## src/rtl/fetch_line_ctrl_pkg.sv

```systemverilog
`default_nettype none
// ============================================================================
// fetch_line_ctrl_pkg : shared types and sizes for the IF line refill slice
// Revision: 1.0
// ============================================================================
package fetch_line_ctrl_pkg;

  typedef enum logic [1:0] {
    IDLE  = 2'd0,
    FILL  = 2'd1,
    DRAIN = 2'd2
  } fl_state_t;

  localparam int LINE_QW    = 4;
  localparam int QW_BITS    = 128;
  localparam int IDX_W      = $clog2(LINE_QW);
  // 16 words per line: low word-address bits that select a word inside a line
  localparam int LINE_OFS_W = 4;

endpackage
`default_nettype wire

```

## src/rtl/ls_port_arb.sv

```systemverilog
`default_nettype none
// ============================================================================
// ls_port_arb : LSU-priority arbiter for the LS read port with a starvation
//               bound that forces a fetch beat after STARVE_MAX LSU wins.
// Revision: 1.0
// ============================================================================
module ls_port_arb
  import fetch_line_ctrl_pkg::*;
#(
  parameter int STARVE_MAX = 8
) (
  input  logic      clk,
  input  logic      reset,
  input  fl_state_t state,
  input  logic      lsu_req,
  output logic      lsu_gnt,
  output logic      fetch_gnt
);

  localparam int                 c_CNT_W = $clog2(STARVE_MAX + 1);
  localparam logic [c_CNT_W-1:0] c_MAX   = c_CNT_W'(STARVE_MAX);

  logic [c_CNT_W-1:0] r_starve_cnt;
  logic               w_fill;
  logic               w_starved;

  assign w_fill    = (state == FILL);
  assign w_starved = w_fill && (r_starve_cnt >= c_MAX);

  // Grant is gated by reset so the port is silent the moment reset asserts.
  assign lsu_gnt   = reset && lsu_req && !w_starved;
  assign fetch_gnt = w_fill && !lsu_gnt;

  always_ff @(posedge clk or negedge reset) begin
    if (!reset) begin
      r_starve_cnt <= '0;
    end else if (w_fill) begin
      if (fetch_gnt) begin
        r_starve_cnt <= '0;
      end else if (r_starve_cnt < c_MAX) begin
        r_starve_cnt <= r_starve_cnt + 1'b1;
      end
    end
  end

endmodule
`default_nettype wire

```

## src/rtl/fetch_line_ctrl.sv

```systemverilog
`default_nettype none
// ============================================================================
// fetch_line_ctrl : sequences 64 B instruction-line refills from local store
//                   into the IF line buffer, sharing the LS port with LSU.
// Revision: 1.0
// ============================================================================
module fetch_line_ctrl
  import fetch_line_ctrl_pkg::*;
#(
  parameter int PC_W       = 8,
  parameter int STARVE_MAX = 8
) (
  input  logic               clk,
  input  logic               reset,
  input  logic               fetch_req,
  input  logic [PC_W-1:0]    fetch_pc,
  input  logic               flush,
  input  logic               lsu_req,
  input  logic [PC_W-3:0]    lsu_qaddr,
  output logic               lsu_gnt,
  output logic               lsu_rvalid,
  output logic               ls_rd_en,
  output logic [PC_W-3:0]    ls_rd_addr,
  input  logic [QW_BITS-1:0] ls_rd_data,
  output logic               line_wr_en,
  output logic [IDX_W-1:0]   line_wr_idx,
  output logic [QW_BITS-1:0] line_wr_data,
  output logic               line_valid,
  output logic [PC_W-1:0]    line_base,
  output logic               busy
);

  localparam int               c_QA_W     = PC_W - 2;
  localparam int               c_TAG_W    = PC_W - LINE_OFS_W;
  localparam logic [IDX_W-1:0] c_LAST_IDX = IDX_W'(LINE_QW - 1);

  fl_state_t          r_state;
  fl_state_t          w_state_nxt;

  logic [c_TAG_W-1:0] r_base_tag;
  logic [c_TAG_W-1:0] r_line_tag;
  logic [c_TAG_W-1:0] r_pend_tag;
  logic [c_TAG_W-1:0] w_pend_tag;
  logic [c_TAG_W-1:0] w_start_tag;
  logic [c_TAG_W-1:0] w_fetch_tag;
  logic               r_pend_v;
  logic               w_pend_any;
  logic               w_req_busy;

  logic [IDX_W-1:0]   r_issue_cnt;
  logic [IDX_W-1:0]   r_ridx;
  logic               r_rv;
  logic               r_lsu_rv;
  logic               r_line_valid;

  logic               w_start;
  logic               w_complete;
  logic               w_lsu_gnt;
  logic               w_fetch_gnt;
  logic [c_QA_W-1:0]  w_fetch_qaddr;
  logic               w_unused_pc_ofs;

  // Word offset within the line only matters to IF, not to the refill.
  assign w_unused_pc_ofs = ^fetch_pc[LINE_OFS_W-1:0];
  assign w_fetch_tag     = fetch_pc[PC_W-1:LINE_OFS_W];

  ls_port_arb #(
    .STARVE_MAX (STARVE_MAX)
  ) u_ls_port_arb (
    .clk       (clk),
    .reset     (reset),
    .state     (r_state),
    .lsu_req   (lsu_req),
    .lsu_gnt   (w_lsu_gnt),
    .fetch_gnt (w_fetch_gnt)
  );

  // Lines are aligned, so the beat index is just the low quadword bits.
  assign w_fetch_qaddr = {r_base_tag, r_issue_cnt};
  assign w_complete    = r_rv && (r_ridx == c_LAST_IDX);
  assign w_req_busy    = fetch_req && (r_state != IDLE);
  assign w_pend_any    = r_pend_v || w_req_busy;
  assign w_pend_tag    = fetch_req ? w_fetch_tag : r_pend_tag;

  assign lsu_gnt      = w_lsu_gnt;
  assign ls_rd_en     = w_lsu_gnt || w_fetch_gnt;
  assign ls_rd_addr   = w_lsu_gnt   ? lsu_qaddr     :
                        w_fetch_gnt ? w_fetch_qaddr : '0;
  assign lsu_rvalid   = r_lsu_rv;
  assign line_wr_en   = r_rv;
  assign line_wr_idx  = r_ridx;
  assign line_wr_data = ls_rd_data;
  assign line_valid   = r_line_valid;
  assign line_base    = {r_line_tag, {LINE_OFS_W{1'b0}}};
  assign busy         = (r_state != IDLE);

  always_ff @(posedge clk or negedge reset) begin
    if (!reset) begin
      r_state <= IDLE;
    end else begin
      r_state <= w_state_nxt;
    end
  end

  always_comb begin
    w_state_nxt = r_state;
    w_start     = 1'b0;
    w_start_tag = w_fetch_tag;
    case (r_state)
      IDLE: begin
        if (fetch_req) begin
          w_state_nxt = FILL;
          w_start     = 1'b1;
        end
      end
      FILL: begin
        if (w_fetch_gnt && (r_issue_cnt == c_LAST_IDX)) begin
          w_state_nxt = DRAIN;
        end
      end
      DRAIN: begin
        if (w_complete) begin
          if (w_pend_any) begin
            w_state_nxt = FILL;
            w_start     = 1'b1;
            w_start_tag = w_pend_tag;
          end else begin
            w_state_nxt = IDLE;
          end
        end
      end
      default: w_state_nxt = IDLE;
    endcase
    // A redirect overrides whatever the sequencer was doing.
    if (flush) begin
      w_state_nxt = FILL;
      w_start     = 1'b1;
      w_start_tag = w_fetch_tag;
    end
  end

  always_ff @(posedge clk or negedge reset) begin
    if (!reset) begin
      r_base_tag   <= '0;
      r_issue_cnt  <= '0;
      r_rv         <= 1'b0;
      r_ridx       <= '0;
      r_lsu_rv     <= 1'b0;
      r_pend_v     <= 1'b0;
      r_pend_tag   <= '0;
      r_line_valid <= 1'b0;
      r_line_tag   <= '0;
    end else begin
      r_lsu_rv <= w_lsu_gnt;
      // Data for a beat issued in the flush cycle belongs to the old line.
      r_rv     <= w_fetch_gnt && !flush;
      if (w_fetch_gnt) begin
        r_ridx      <= r_issue_cnt;
        r_issue_cnt <= r_issue_cnt + 1'b1;
      end
      if (w_start) begin
        r_base_tag  <= w_start_tag;
        r_issue_cnt <= '0;
      end

      if (flush || w_start) begin
        r_pend_v <= 1'b0;
      end else if (w_req_busy) begin
        r_pend_v   <= 1'b1;
        r_pend_tag <= w_fetch_tag;
      end

      // A back-to-back refill drops valid once it starts overwriting slot 0.
      if (flush) begin
        r_line_valid <= 1'b0;
      end else if (w_complete) begin
        r_line_valid <= 1'b1;
        r_line_tag   <= r_base_tag;
      end else if (w_start || (r_rv && (r_ridx == '0))) begin
        r_line_valid <= 1'b0;
      end
    end
  end

endmodule
`default_nettype wire

```

## config.mk

```make
export PLATFORM = sky130hd
export DESIGN_NAME = fetch_line_ctrl
export DESIGN_NICKNAME = d
export VERILOG_FILES = /design/src/rtl/fetch_line_ctrl_pkg.sv /design/src/rtl/ls_port_arb.sv /design/src/rtl/fetch_line_ctrl.sv
export SDC_FILE = /design/constraint.sdc
export NUM_CORES = 1
export LEC_CHECK = 0
export ABC_AREA = 1
export CAP_MARGIN = 25
export CORE_AREA = 2 2 114 116
export DETAILED_ROUTE_END_ITERATION = 10
export DIE_AREA = 0 0 116 118
export PLACE_DENSITY = 0.72
export SETUP_SLACK_MARGIN = 0.5
export SYNTH_ARGS = -nofsm -noshare
export SYNTH_HDL_FRONTEND = slang
export SYNTH_HIERARCHICAL = 1
export SYNTH_SLANG_ARGS = --single-unit
export TNS_END_PERCENT = 30
```

## constraint.sdc

```tcl
create_clock -name clk -period 1.8 [get_ports clk]
set_input_delay 0.36 -clock clk [delete_from_list [all_inputs] [get_ports clk]]
set_output_delay 0.36 -clock clk [all_outputs]
set_load 0.05 [all_outputs]
```

# Yosys cells after proc, flatten, opt, wreduce, memory -nomap -nowiden
# Index checks and enable logic that the tools add are counted.
word_totals:
  mem_bits_ro: 0
  in_bits: 147
  output_inout_bits: 150
  register_bits: 26
  mem_bits_rw: 0
  elab_cells: 78
  mem_count: 0
  latch_bits: 0
classes:
  order_cmp: 2
  div_mod_pow: 0
  shift: 0
  add_sub_neg: 2
  eq_ne: 7
  bitwise: 2
  n_reduce_logical: 27
  mux: 27
  n_mul: 0
ops:
  columns: ["operator", "n"]
  rows:
  - ["4-bit 2-to-1 mux", 7]
  - ["2-bit 2-to-1 mux", 6]
  - ["6-bit 2-to-1 mux", 2]
  - ["1-bit 2-to-1 mux", 10]
  - ["1-bit logical AND", 9]
  - ["3-bit != test, second input constant", 3]
  - ["2-bit nonzero test", 4]
  - ["2-bit equality test, second input constant", 3]
  - ["2-bit case mux with 3 select lines", 1]
  - ["2-bit AND reduction", 3]
  - ["4-bit by 1-bit adder with 4-bit output, second input constant", 1]
  - ["4-bit greater-or-equal comparator, second input constant", 1]
  - ["2-bit zero test", 2]
  - ["1-bit logical OR", 4]
  - ["4-bit less-than comparator, second input constant", 1]
  - ["1-bit zero test", 3]
  - ["3-bit AND reduction", 1]
  - ["3-bit nonzero test", 1]
  - ["2-bit by 1-bit adder with 2-bit output, second input constant", 1]
  - ["2-bit by 1-bit equality test with 1-bit output, second input constant", 1]
  - ["1-bit NOT", 2]
  - ["1-bit case mux with 2 select lines", 1]

# Logic depth before layout (Yosys ltp)
# Gate-level depths: netlist of the first run.
logic_depth:
  word_depth: 11
  mapped_depth: 9
  depth_no_buf: 8

# Hierarchy
# The synthesis of the first run kept the hierarchy.
by_module_without_submodules:
  columns: ["mod", "seq_area_each_um2", "area_each_um2", "cells_each", "n_inst"]
  rows:
  - ["fetch_line_ctrl", 550.5, 2089.5, 266, 1]
  - ["ls_port_arb", 100.1, 260.2, 36, 1]

# Least setup slack after synthesis of the first run
# OpenSTA, ideal clock, no wires.
synth_path:
  path_type: "flip-flop to output port"
  start: "register r_state[1]"
  end: "output port ls_rd_addr[2]"
  required_ns: 1.440
  arrival_time_ns: 2.487
  stages_incl_launch_ff: 9
  slack_ns: -1.047
  path_buffers: 1
  path_cell_list: "dfrtp_1 -> inv_1 -> nand2_2 -> o21bai_1 -> inv_1 -> clkbuf_1 -> inv_1 -> nand2_1 -> o21ai_0"
synth_via:
  elab_chain_cells: 8
synth_lines:
  columns: ["element", "line_no", "text"]
  rows:
  - ["start, declared", "fetch_line_ctrl.sv:37", "fl_state_t r_state;"]
  - ["start signal, assigned", "fetch_line_ctrl.sv:101", "r_state <= w_state_nxt;"]
  - ["2-bit by 1-bit equality test with 1-bit output (*)", "ls_port_arb.sv:27", "assign w_fill = (state == FILL);"]
  - ["1-bit logical AND (*)", "ls_port_arb.sv:28", "assign w_starved = w_fill && (r_starve_cnt >= c_MAX);"]
  - ["1-bit zero test (*)", "ls_port_arb.sv:31", "assign lsu_gnt = reset && lsu_req && !w_starved;"]
  - ["1-bit logical AND (*)", "ls_port_arb.sv:31", null]
  - ["via lsu_gnt", "fetch_line_ctrl.sv:20", "output logic lsu_gnt,"]
  - ["1-bit zero test", "ls_port_arb.sv:32", "assign fetch_gnt = w_fill && !lsu_gnt;"]
  - ["1-bit logical AND", "ls_port_arb.sv:32", null]
  - ["6-bit 2-to-1 mux", "fetch_line_ctrl.sv:88", "w_fetch_gnt ? w_fetch_qaddr : '0;"]
  - ["6-bit 2-to-1 mux (*)", "fetch_line_ctrl.sv:87", "assign ls_rd_addr = w_lsu_gnt ? lsu_qaddr :"]
  - ["end, declared", "fetch_line_ctrl.sv:23", "output logic [PC_W-3:0] ls_rd_addr,"]
# The timed path passes the listed nets; every way through them passes the cells marked *.

# Final worst setup path of the first run
layout_path:
  start: "register r_state[1]"
  end: "output port ls_rd_addr[0]"
layout_via:
  elab_chain_cells: 8
layout_lines:
  columns: ["element", "line_no"]
  rows:
  - ["2-bit by 1-bit equality test with 1-bit output (*)", "ls_port_arb.sv:27"]
  - ["1-bit logical AND", "ls_port_arb.sv:28"]
  - ["1-bit zero test", "ls_port_arb.sv:31"]
  - ["1-bit logical AND", "ls_port_arb.sv:31"]
  - ["1-bit zero test", "ls_port_arb.sv:32"]
  - ["1-bit logical AND", "ls_port_arb.sv:32"]
  - ["6-bit 2-to-1 mux", "fetch_line_ctrl.sv:88"]
  - ["6-bit 2-to-1 mux (*)", "fetch_line_ctrl.sv:87"]
# Mark *: on every way between the ends. The rest lies on a longest branch, timed or not.

==> impl_metrics.json, run 1 <==
{
  "post_dp_cell_area_um2": 2100,
  "rsz0062_at_grt": "yes",
  "num_antenna_cells": 0,
  "grt_max_degree": 27,
  "cts.htree.levels": 1,
  "p_per_area_nw_per_um2": 862,
  "violations": "negative setup slack",
  "postLayoutCoreUtil": 0.189,
  "fin_crit_ps": 1920,
  "path_class": "reg -> out",
  "synthTopCellsByCount": "buf_4 (132), nand2_1 (48), inv_1 (30)",
  "clock_latency_ps": 250,
  "critPathMaxStageDelay_ps": 420,
  "dp_slack_ps": -376,
  "cap_violations": 0,
  "vias_per_cell": 3.69,
  "cts_tree": "done",
  "avgSynthCellArea_um2": 7.78,
  "critical_path.cell_chain": "inv_2, nand2_4, o21bai_4, clkinvlp_4, o21ai_4, buf_12",
  "hold_viol": 0,
  "globalplace.congestion": 0.769,
  "fmax_mhz": 520,
  "synthToLayoutAreaGrowth_pct": 0.107,
  "die_width_um": 116,
  "dp_hpwl_mm": 4.17,
  "fillers": 1383,
  "cts_hold_buffers": 0,
  "numClockSinks": 26,
  "grtUsageMet1": 0.0704,
  "met2_usage": 0.111,
  "reg2reg_from": "r_state[0]$_DFFE_PN0P_",
  "worstPathArrival_ps": 1560,
  "skew_ps": 2.24,
  "ir_drop_mv": 0.325,
  "required_ps": 1440,
  "ios": 297,
  "worstPathMaxFanout": 4,
  "syn-cell-area_um2": 2350,
  "die_h_um": 118,
  "netlist-cell-type-count": 23,
  "grt_pass1_vias": 1508,
  "gr-usage-met3": 0.0391,
  "grt_usage": 0.0761,
  "root_buffer": "clkbuf_16",
  "slowest_stage": "dfrtp_2",
  "syn_inst": 302,
  "dr.pass1.iters": 4,
  "synth-seq-cells": 26,
  "globalRouteOverflowTotal": 0,
  "design_area_um2": 2350,
  "synth_warnings": 6,
  "setup_viol": 6,
  "yosysMostFrequentCell": "buf_4",
  "layout.nets": 377,
  "ys.flop_type": "dfrtp_1",
  "status": "finished with violations",
  "synth_top_area_frac": 0.422,
  "finalCritPeriodShare": 1.07,
  "path_clk_slew_ps": 60,
  "core-area_um2": 12400,
  "leakage_nw": 1.06,
  "vias": 1467,
  "grt_busiest_layer": "met2",
  "cts-buffers-inserted": 3,
  "holdCritPathClass": "in -> async",
  "synthTopCellsByArea": "buf_4 (42%), dfrtp_1 (28%), nand2_1 (7.7%), inv_1 (4.8%), o21ai_0 (2.8%)",
  "synth_area_leader_cell": "buf_4",
  "io_buffers": 32,
  "grt_pass1_wl_mm": 7.96,
  "initial_core_util": 0.189,
  "drive_gt1_frac": 0.336,
  "critPathLaunchType": "flip-flop",
  "wl_per_cell_um": 13.2,
  "synth_edf_count": 0,
  "seq_area_frac_synth": 0.277,
  "final_antenna_net_count": 0,
  "dieArea_um2": 13700,
  "worst_slack_ps": -123,
  "antenna_found_initial": 0,
  "slew_violations": 0,
  "setup_tns_ps": -637,
  "critPathLaunch": "r_state[1]$_DFFE_PN0P_",
  "cp-end-kind": "output port",
  "synth-async-reset-ratio": 1.00,
  "hold_ws_ps": 276,
  "rows": 41,
  "remaining_drc_errors": 0,
  "drt_iter0_markers": 55,
  "cts_buffer_depth": 2,
  "drt_wl_total_mm": 5.24
}
[area by class of cell]
type	count	area, um^2	area share
multi-input combinational	114	747	0.318
timing repair buffer	50	522	0.222
timing repair inverter	1	7.51	0.00319
inverter	31	129	0.0548
tap	172	215	0.0915
clock buffer	4	78.8	0.0335
sequential	26	653	0.278
[path summary, 6_finish.rpt]
check                      slack [ps]  cells after the start                   endpoint
hold reg to reg                   480                      2  r_base_tag[0]$_DFFE_PN0P_
min in group clk                  360                      2       line_wr_en$_DFF_PN0_
setup / recovery                 -120                      6              ls_rd_addr[0]
max in group asynchronous        1240                      2     r_state[0]$_DFFE_PN0P_
setup reg to reg                  370                      9  r_base_tag[2]$_DFFE_PN0P_
hold / removal                    280                      2       lsu_rvalid$_DFF_PN0_
[sequential cells by signal (all words and copies together), names as in the netlist]
signal / count
r_base_tag: 4
r_line_tag: 4
r_pend_tag: 4
u_ls_port_arb/r_starve_cnt: 4
line_wr_idx: 2
r_issue_cnt: 2
r_state: 2
line_valid: 1
line_wr_en: 1
lsu_rvalid: 1
r_pend_v: 1
[layer usage]
layer | up-vias | routed length, um
li1 | 650 | -
met1 | 649 | 1670
met2 | 110 | 2280
met3 | 58 | 704
met4 | 0 | 580
met5 | - | 0
[where the power goes]
| part | total (mW) | internal [mW] | leakage [nW] | switching [mW] |
|---|---|---|---|---|
| registers | 0.727 | 0.667 | 0.337 | 0.0596 |
| clock network | 0.489 | 0.302 | 0.0382 | 0.187 |
| logic | 0.812 | 0.325 | 0.690 | 0.487 |
| total | 2.03 | 1.29 | 1.06 | 0.733 |
[through the flow]
step / instances / power (mW)
after floorplan: 305 / 1.94
after CTS: 395 / 2.03
after global placement: 384 / 1.44
after global routing: 398 / 2.14
after detailed placement: 384 / 1.46
final: 398 / 2.03
[layout by cell type (no fill, tap or decap), types with 2 or more instances in the layout]
cell	netlist	layout
nand2_8	0	2
nand2_4	2	4
dfrtp_1	26	24
nand2_2	3	5
dlygate4sd2_1	0	3
o21ai_1	5	7
nor2_1	7	6
inv_1	30	24
dfrtp_2	0	2
clkbuf_16	0	3
buf_4	132	25
conb_1	1	4
buf_12	0	9
nor2_4	2	3
ha_1	3	3
buf_6	0	2
o21ai_4	0	7
nand4_1	8	8
inv_2	1	4
inv_6	0	2
clkdlybuf4s50_1	0	10
nand2_1	48	42
o21ai_0	13	5
nand3_1	12	11
[logic make-up (layout without fill, tap and decap cells)]
| family | Yosys count | in the layout | share of synthesized area |
|---|---|---|---|
| buf+inv | 165 | 86 | 0.474 |
| simple gates | 85 | 85 | 0.177 |
| flops | 26 | 26 | 0.277 |
| compound gates | 22 | 22 | 0.0543 |
| fa+ha+maj | 3 | 3 | 0.0160 |
| other cells | 1 | 4 | 0.00160 |
[critical path: cells and delay by family, from the launching register on]
family | cells | cell delay (ps)
AND/OR/NAND/NOR | 1 | 60
buffers and inverters | 3 | 450
AO/OA/AOI/OAI | 2 | 380
flip-flops | 1 | 420
[repair_timing]
| item | CTS | global route |
|---|---|---|
| cloned | 1 | 0 |
| setup buffers | 6 | 3 |
| pin swaps | 11 | 8 |
| setup endpoints to repair | 32 | 26 |
| resized for setup | 28 | 7 |
Power figures use the tool's default switching activity.
==> inputs of run 2 (changes only) <==
--- a/config.mk
+++ b/config.mk
@@ -9,7 +9,8 @@
 export CAP_MARGIN = 25
-export CORE_AREA = 2 2 114 116
+export CORE_ASPECT_RATIO = 0.5
+export CORE_MARGIN = 5
+export CORE_UTILIZATION = 26
 export DETAILED_ROUTE_END_ITERATION = 10
-export DIE_AREA = 0 0 116 118
-export PLACE_DENSITY = 0.72
-export SETUP_SLACK_MARGIN = 0.5
+export PLACE_DENSITY = 0.92
+export SETUP_SLACK_MARGIN = 0.3
 export SYNTH_ARGS = -nofsm -noshare
==> constraint.sdc (replaced) <==
create_clock -name clk -period 1.8 [get_ports clk]
set_input_delay 0.27 -clock clk [delete_from_list [all_inputs] [get_ports clk]]
set_output_delay 0.27 -clock clk [all_outputs]
set_load 0.05 [all_outputs]
==> impl_metrics.json, run 2 (same netlist as run 1, synthesis figures left out) <==
{
  "cts_tree": "done",
  "synthToLayoutAreaGrowth_pct": 1.17,
  "cts_buffer_depth": 2,
  "globalplace.congestion": 0.767,
  "die_width_um": 144,
  "crit_top_cell": "inv_4",
  "cts-buffers-inserted": 3,
  "grt_pass1_wl_mm": 8.36,
  "dieArea_um2": 11200,
  "critPathLaunchType": "flip-flop",
  "antenna_found_initial": 0,
  "worstPathArrival_ps": 1530,
  "p_per_area_nw_per_um2": 944,
  "postLayoutCoreUtil": 0.271,
  "ios": 297,
  "fin_crit_ps": 1800,
  "fmax_mhz": 556,
  "finalPower_mw": 2.25,
  "wl_per_cell_um": 17.2,
  "dp_hpwl_mm": 4.06,
  "cp-end-kind": "output port",
  "drive_gt1_frac": 0.362,
  "clock_latency_ps": 260,
  "numClockSinks": 26,
  "rsz0062_at_grt": "yes",
  "grt_pass1_vias": 1606,
  "ir_drop_mv": 0.371,
  "die_h_um": 77.2,
  "critPathMaxStageDelay_ps": 430,
  "globalRouteOverflowTotal": 0,
  "core-area_um2": 8770,
  "cap_violations": 0,
  "vias_per_cell": 4.58,
  "critical-path-top-delay-family": "flip-flops",
  "initial_core_util": 0.268,
  "cts.htree.levels": 1,
  "leakage_nw": 1.16,
  "grtUsageMet1": 0.0820,
  "final_cell_mix": "nand2_1 (37), buf_4 (26), inv_1 (24), dfrtp_1 (24)",
  "root_buffer": "clkbuf_16",
  "setup_tns_ps": 0,
  "rows": 24,
  "setup_viol": 0,
  "slew_headroom": 0.658,
  "layout_commonest_cell": "nand2_1",
  "skew_ps": 2.22,
  "holdCritPathClass": "in -> async",
  "tightest_slew_ps": 512,
  "grt_usage": 0.0946,
  "path_clk_slew_ps": 70,
  "met2_usage": 0.158,
  "remaining_drc_errors": 0,
  "dr.pass1.iters": 6,
  "drt_iter0_markers": 47,
  "layout.nets": 380,
  "hold_viol": 0,
  "slowest_stage": "dfrtp_2",
  "status": "completed",
  "vias": 1585,
  "slew_violations": 0,
  "grt_busiest_layer": "met2",
  "path_class": "reg -> out",
  "final_antenna_net_count": 0,
  "worstPathMaxFanout": 4,
  "grt_max_degree": 27,
  "io_buffers": 32,
  "critical_path.cell_chain": "inv_2, nand2_4, o21bai_4, inv_4, inv_4, nand2_8, o21ai_4, buf_12",
  "num_antenna_cells": 0,
  "finalCritPeriodShare": 0.999,
  "required_ps": 1530,
  "gr-usage-met3": 0.0547,
  "drt_wl_total_mm": 5.95,
  "cp_num_buf_inv": 4
}
[run 2: worst paths after layout]
| check | from | to | slack, ps | cells after the start |
|---|---|---|---|---|
| setup / recovery | r_state[1]$_DFFE_PN0P_ | ls_rd_addr[2] | 1 | 8 |
| hold / removal | reset | u_ls_port_arb/r_starve_cnt[3]$_DFFE_PN0P_ | 180 | 2 |
| setup reg to reg | r_state[0]$_DFFE_PN0P_ | r_base_tag[3]$_DFFE_PN0P_ | 300 | 8 |
| hold reg to reg | r_line_tag[3]$_DFFE_PN0P_ | r_line_tag[3]$_DFFE_PN0P_ | 490 | 2 |
| max in group asynchronous | reset | r_state[1]$_DFFE_PN0P_ | 1340 | 2 |
| min in group clk | r_line_tag[3]$_DFFE_PN0P_ | r_line_tag[3]$_DFFE_PN0P_ | 490 | 2 |
[run 2: layout make-up]
class                   count  area, um^2
fillers                   897        6390
clock inverters             1        30.0
inverters                  31         124
well taps                 117         146
repair buffers             54         571
flip-flops and latches     26         653
multi-input cells         114         778
clock buffers               3        75.1
[run 2: worst reg2reg max path, cell delays in order (launching register included)]
cell and delay (ps):
dfrtp_2 440, buf_4 170, o21ai_2 210, nand2_4 120, nand2_4 130, nand2_8 90
inv_2 120, nand2_1 80, nand2_1 70
[run 2: timing repair]
action | 4_1_cts | 5_1_grt
endpoints found under the setup margin | 16 | 21
gates cloned | 0 | 0
gates resized for setup | 14 | 27
buffers inserted | 10 | 4
hold buffers | 0 | 0
pin swaps | 5 | 8
[run 2: where the power goes]
group          switching (mW)  internal [mW]  total (mW)
Sequential             0.0654          0.667       0.732
Combinational           0.527          0.338       0.865
Clock                   0.205          0.442       0.648
[run 2: routing by layer]
layer / wire (um) / part of all wire
met1: 1810 / 0.30
met2: 3010 / 0.51
met3: 759 / 0.13
met4: 368 / 0.062
met5: 0 / 0
[run 2: per-stage QoR]
| step | std cells | worst slack (ps) | instance area [um^2] | hold slack [ps] |
|---|---|---|---|---|
| global placement | 328 | -57.3 | 2020 | 464 |
| finish | 346 | 1.17 | 2380 | 181 |
| CTS | 342 | 14.8 | 2250 | 180 |
| floorplan | 305 | -63.3 | 2440 | -25.6 |
| global route | 346 | -51.0 | 2380 | 235 |
| detailed placement | 328 | -102 | 2020 | 475 |
==> inputs of run 3 (changes only) <==
CORE_AREA = 2 2 114 116   (was unset)
CORE_ASPECT_RATIO = unset   (was 0.5)
CORE_MARGIN = unset   (was 5)
CORE_UTILIZATION = unset   (was 26)
DIE_AREA = 0 0 116 118   (was unset)
PLACE_DENSITY = 0.72   (was 0.92)
==> impl_metrics.json, run 3 (same netlist as run 1, synthesis figures left out) <==
{
  "initial_core_util": 0.189,
  "cp-end-kind": "output port",
  "fmax_mhz": 562,
  "critPathLaunchType": "flip-flop",
  "vias": 1462,
  "antenna_found_initial": 0,
  "setup_viol": 0,
  "combPwrFrac": 0.373,
  "ir_drop_mv": 0.247,
  "p_per_area_nw_per_um2": 911,
  "switching_share": 0.344,
  "p_int_mw": 1.43,
  "dp_hpwl_mm": 4.21,
  "vias_per_cell": 3.68,
  "cts-buffers-inserted": 3,
  "drt_iter0_markers": 42,
  "rows": 41,
  "drive_gt1_frac": 0.347,
  "hold_viol": 0,
  "io_buffers": 32,
  "holdCritPathClass": "in -> async",
  "multi_input_area_um2": 744,
  "numClockSinks": 26,
  "required_ps": 1530,
  "layout.nets": 376,
  "clkPwrFrac": 0.293,
  "grt_pass1_wl_mm": 7.62,
  "grt_usage": 0.0744,
  "cap_violations": 0,
  "r2r_slack_ps": 280,
  "final_cell_mix": "nand2_1 (39), dfrtp_1 (24), inv_1 (23)",
  "critPathLaunch": "r_state[1]$_DFFE_PN0P_",
  "status": "completed",
  "slowest_stage": "dfrtp_2",
  "slew_violations": 0,
  "globalplace.congestion": 0.794,
  "grt_pass1_vias": 1413,
  "reg2reg_from": "r_state[0]$_DFFE_PN0P_",
  "seq_area_um2": 653,
  "remaining_drc_errors": 0,
  "core-area_um2": 12400,
  "dieArea_um2": 13700,
  "final_antenna_net_count": 0,
  "globalRouteOverflowTotal": 0,
  "critical_path_depth": 8,
  "die_h_um": 118,
  "worstPathArrival_ps": 1510,
  "critical_path.cell_chain": "inv_2, nand2_4, o21bai_4, inv_4, inv_4, nand2_8, o21ai_4, buf_12",
  "cts_buffer_depth": 2,
  "rsz0062_at_grt": "yes",
  "cts_tree": "done",
  "critPathMaxStageDelay_ps": 420,
  "fillers": 1387,
  "layout_commonest_cell": "nand2_1",
  "hold_ws_ps": 172,
  "crit_top_cell": "inv_4",
  "cts.htree.levels": 1,
  "worst_slack_ps": 21.3,
  "setup.worst_path.end": "ls_rd_addr[2]",
  "dr.pass1.iters": 4,
  "synthToLayoutAreaGrowth_pct": 1.70,
  "drt_wl_total_mm": 5.51,
  "r2r_end": "r_pend_tag[2]$_DFFE_PN0P_",
  "finalCritPeriodShare": 0.988,
  "clock_latency_ps": 260,
  "seqPwrFrac": 0.334,
  "grt_max_degree": 27,
  "p_sw_mw": 0.749,
  "worstPathMaxFanout": 4,
  "num_antenna_cells": 0,
  "leakage_nw": 1.09,
  "wl_per_cell_um": 13.9,
  "critical-path-top-delay-family": "flip-flops",
  "ios": 297,
  "fin_crit_ps": 1780,
  "skew_ps": 2.12,
  "r2r_cells": 8,
  "root_buffer": "clkbuf_16",
  "path_class": "reg -> out",
  "cp_num_buf_inv": 4,
  "dp_slack_ps": -153,
  "path_clk_slew_ps": 70,
  "postLayoutCoreUtil": 0.193,
  "die_width_um": 116
}
-- run 3: worst min path at each step --
stage	end	slack (ps)	start	depth (start not counted)
detailed placement	r_base_tag[3]$_DFFE_PN0P_	470	r_base_tag[3]$_DFFE_PN0P_	2
global placement	r_base_tag[3]$_DFFE_PN0P_	470	r_base_tag[3]$_DFFE_PN0P_	2
global route	u_ls_port_arb/r_starve_cnt[0]$_DFFE_PN0P_	200	reset	2
floorplan	line_valid$_DFFE_PN0P_	-30	reset	0
CTS	lsu_rvalid$_DFF_PN0_	180	reset	2
finish	lsu_rvalid$_DFF_PN0_	170	reset	2
-- run 3: per-stage QoR --
stage	total power [mW]	setup TNS [ps]	std cells	area [um^2]
after floorplan	1.94	-269	305	2440
after global placement	1.44	-800	385	2110
after detailed placement	1.46	-861	385	2110
after CTS	2.15	-143	395	2290
after global routing	2.29	-240	397	2390
final	2.18	0	397	2390
-- run 3: area by class of cell --
type,instances,share of cell area
repair buffers,50,0.228
multi-input cells,114,0.312
flip-flops and latches,26,0.273
clock buffers,3,0.0314
clock inverters,1,0.0126
inverters,31,0.0529
well taps,172,0.0901
-- run 3: metal layers --
layer / GRT usage / wire length [um] / vias up
li1: - / - / 650
met4: 0.0967 / 637 / 0
met5: 0 / 0 / -
met1: 0.0693 / 1830 / 665
met3: 0.0330 / 650 / 62
met2: 0.106 / 2390 / 85
-- run 3: power groups by stage --
stage          combinational (mW)  clock, mW  sequential (mW)
6_report                    0.813      0.638            0.727
4_1_cts                     0.769      0.658            0.727
5_1_grt                     0.867      0.682            0.740
2_1_floorplan                1.12          0            0.816
3_3_place_gp                0.704          0            0.733
3_5_place_dp                0.721          0            0.737
-- run 3: what timing repair did --
item,CTS,global route
hold buffers,0,0
resized for setup,11,25
buffers inserted,6,2
pin swaps,5,14
setup endpoints to repair,15,16
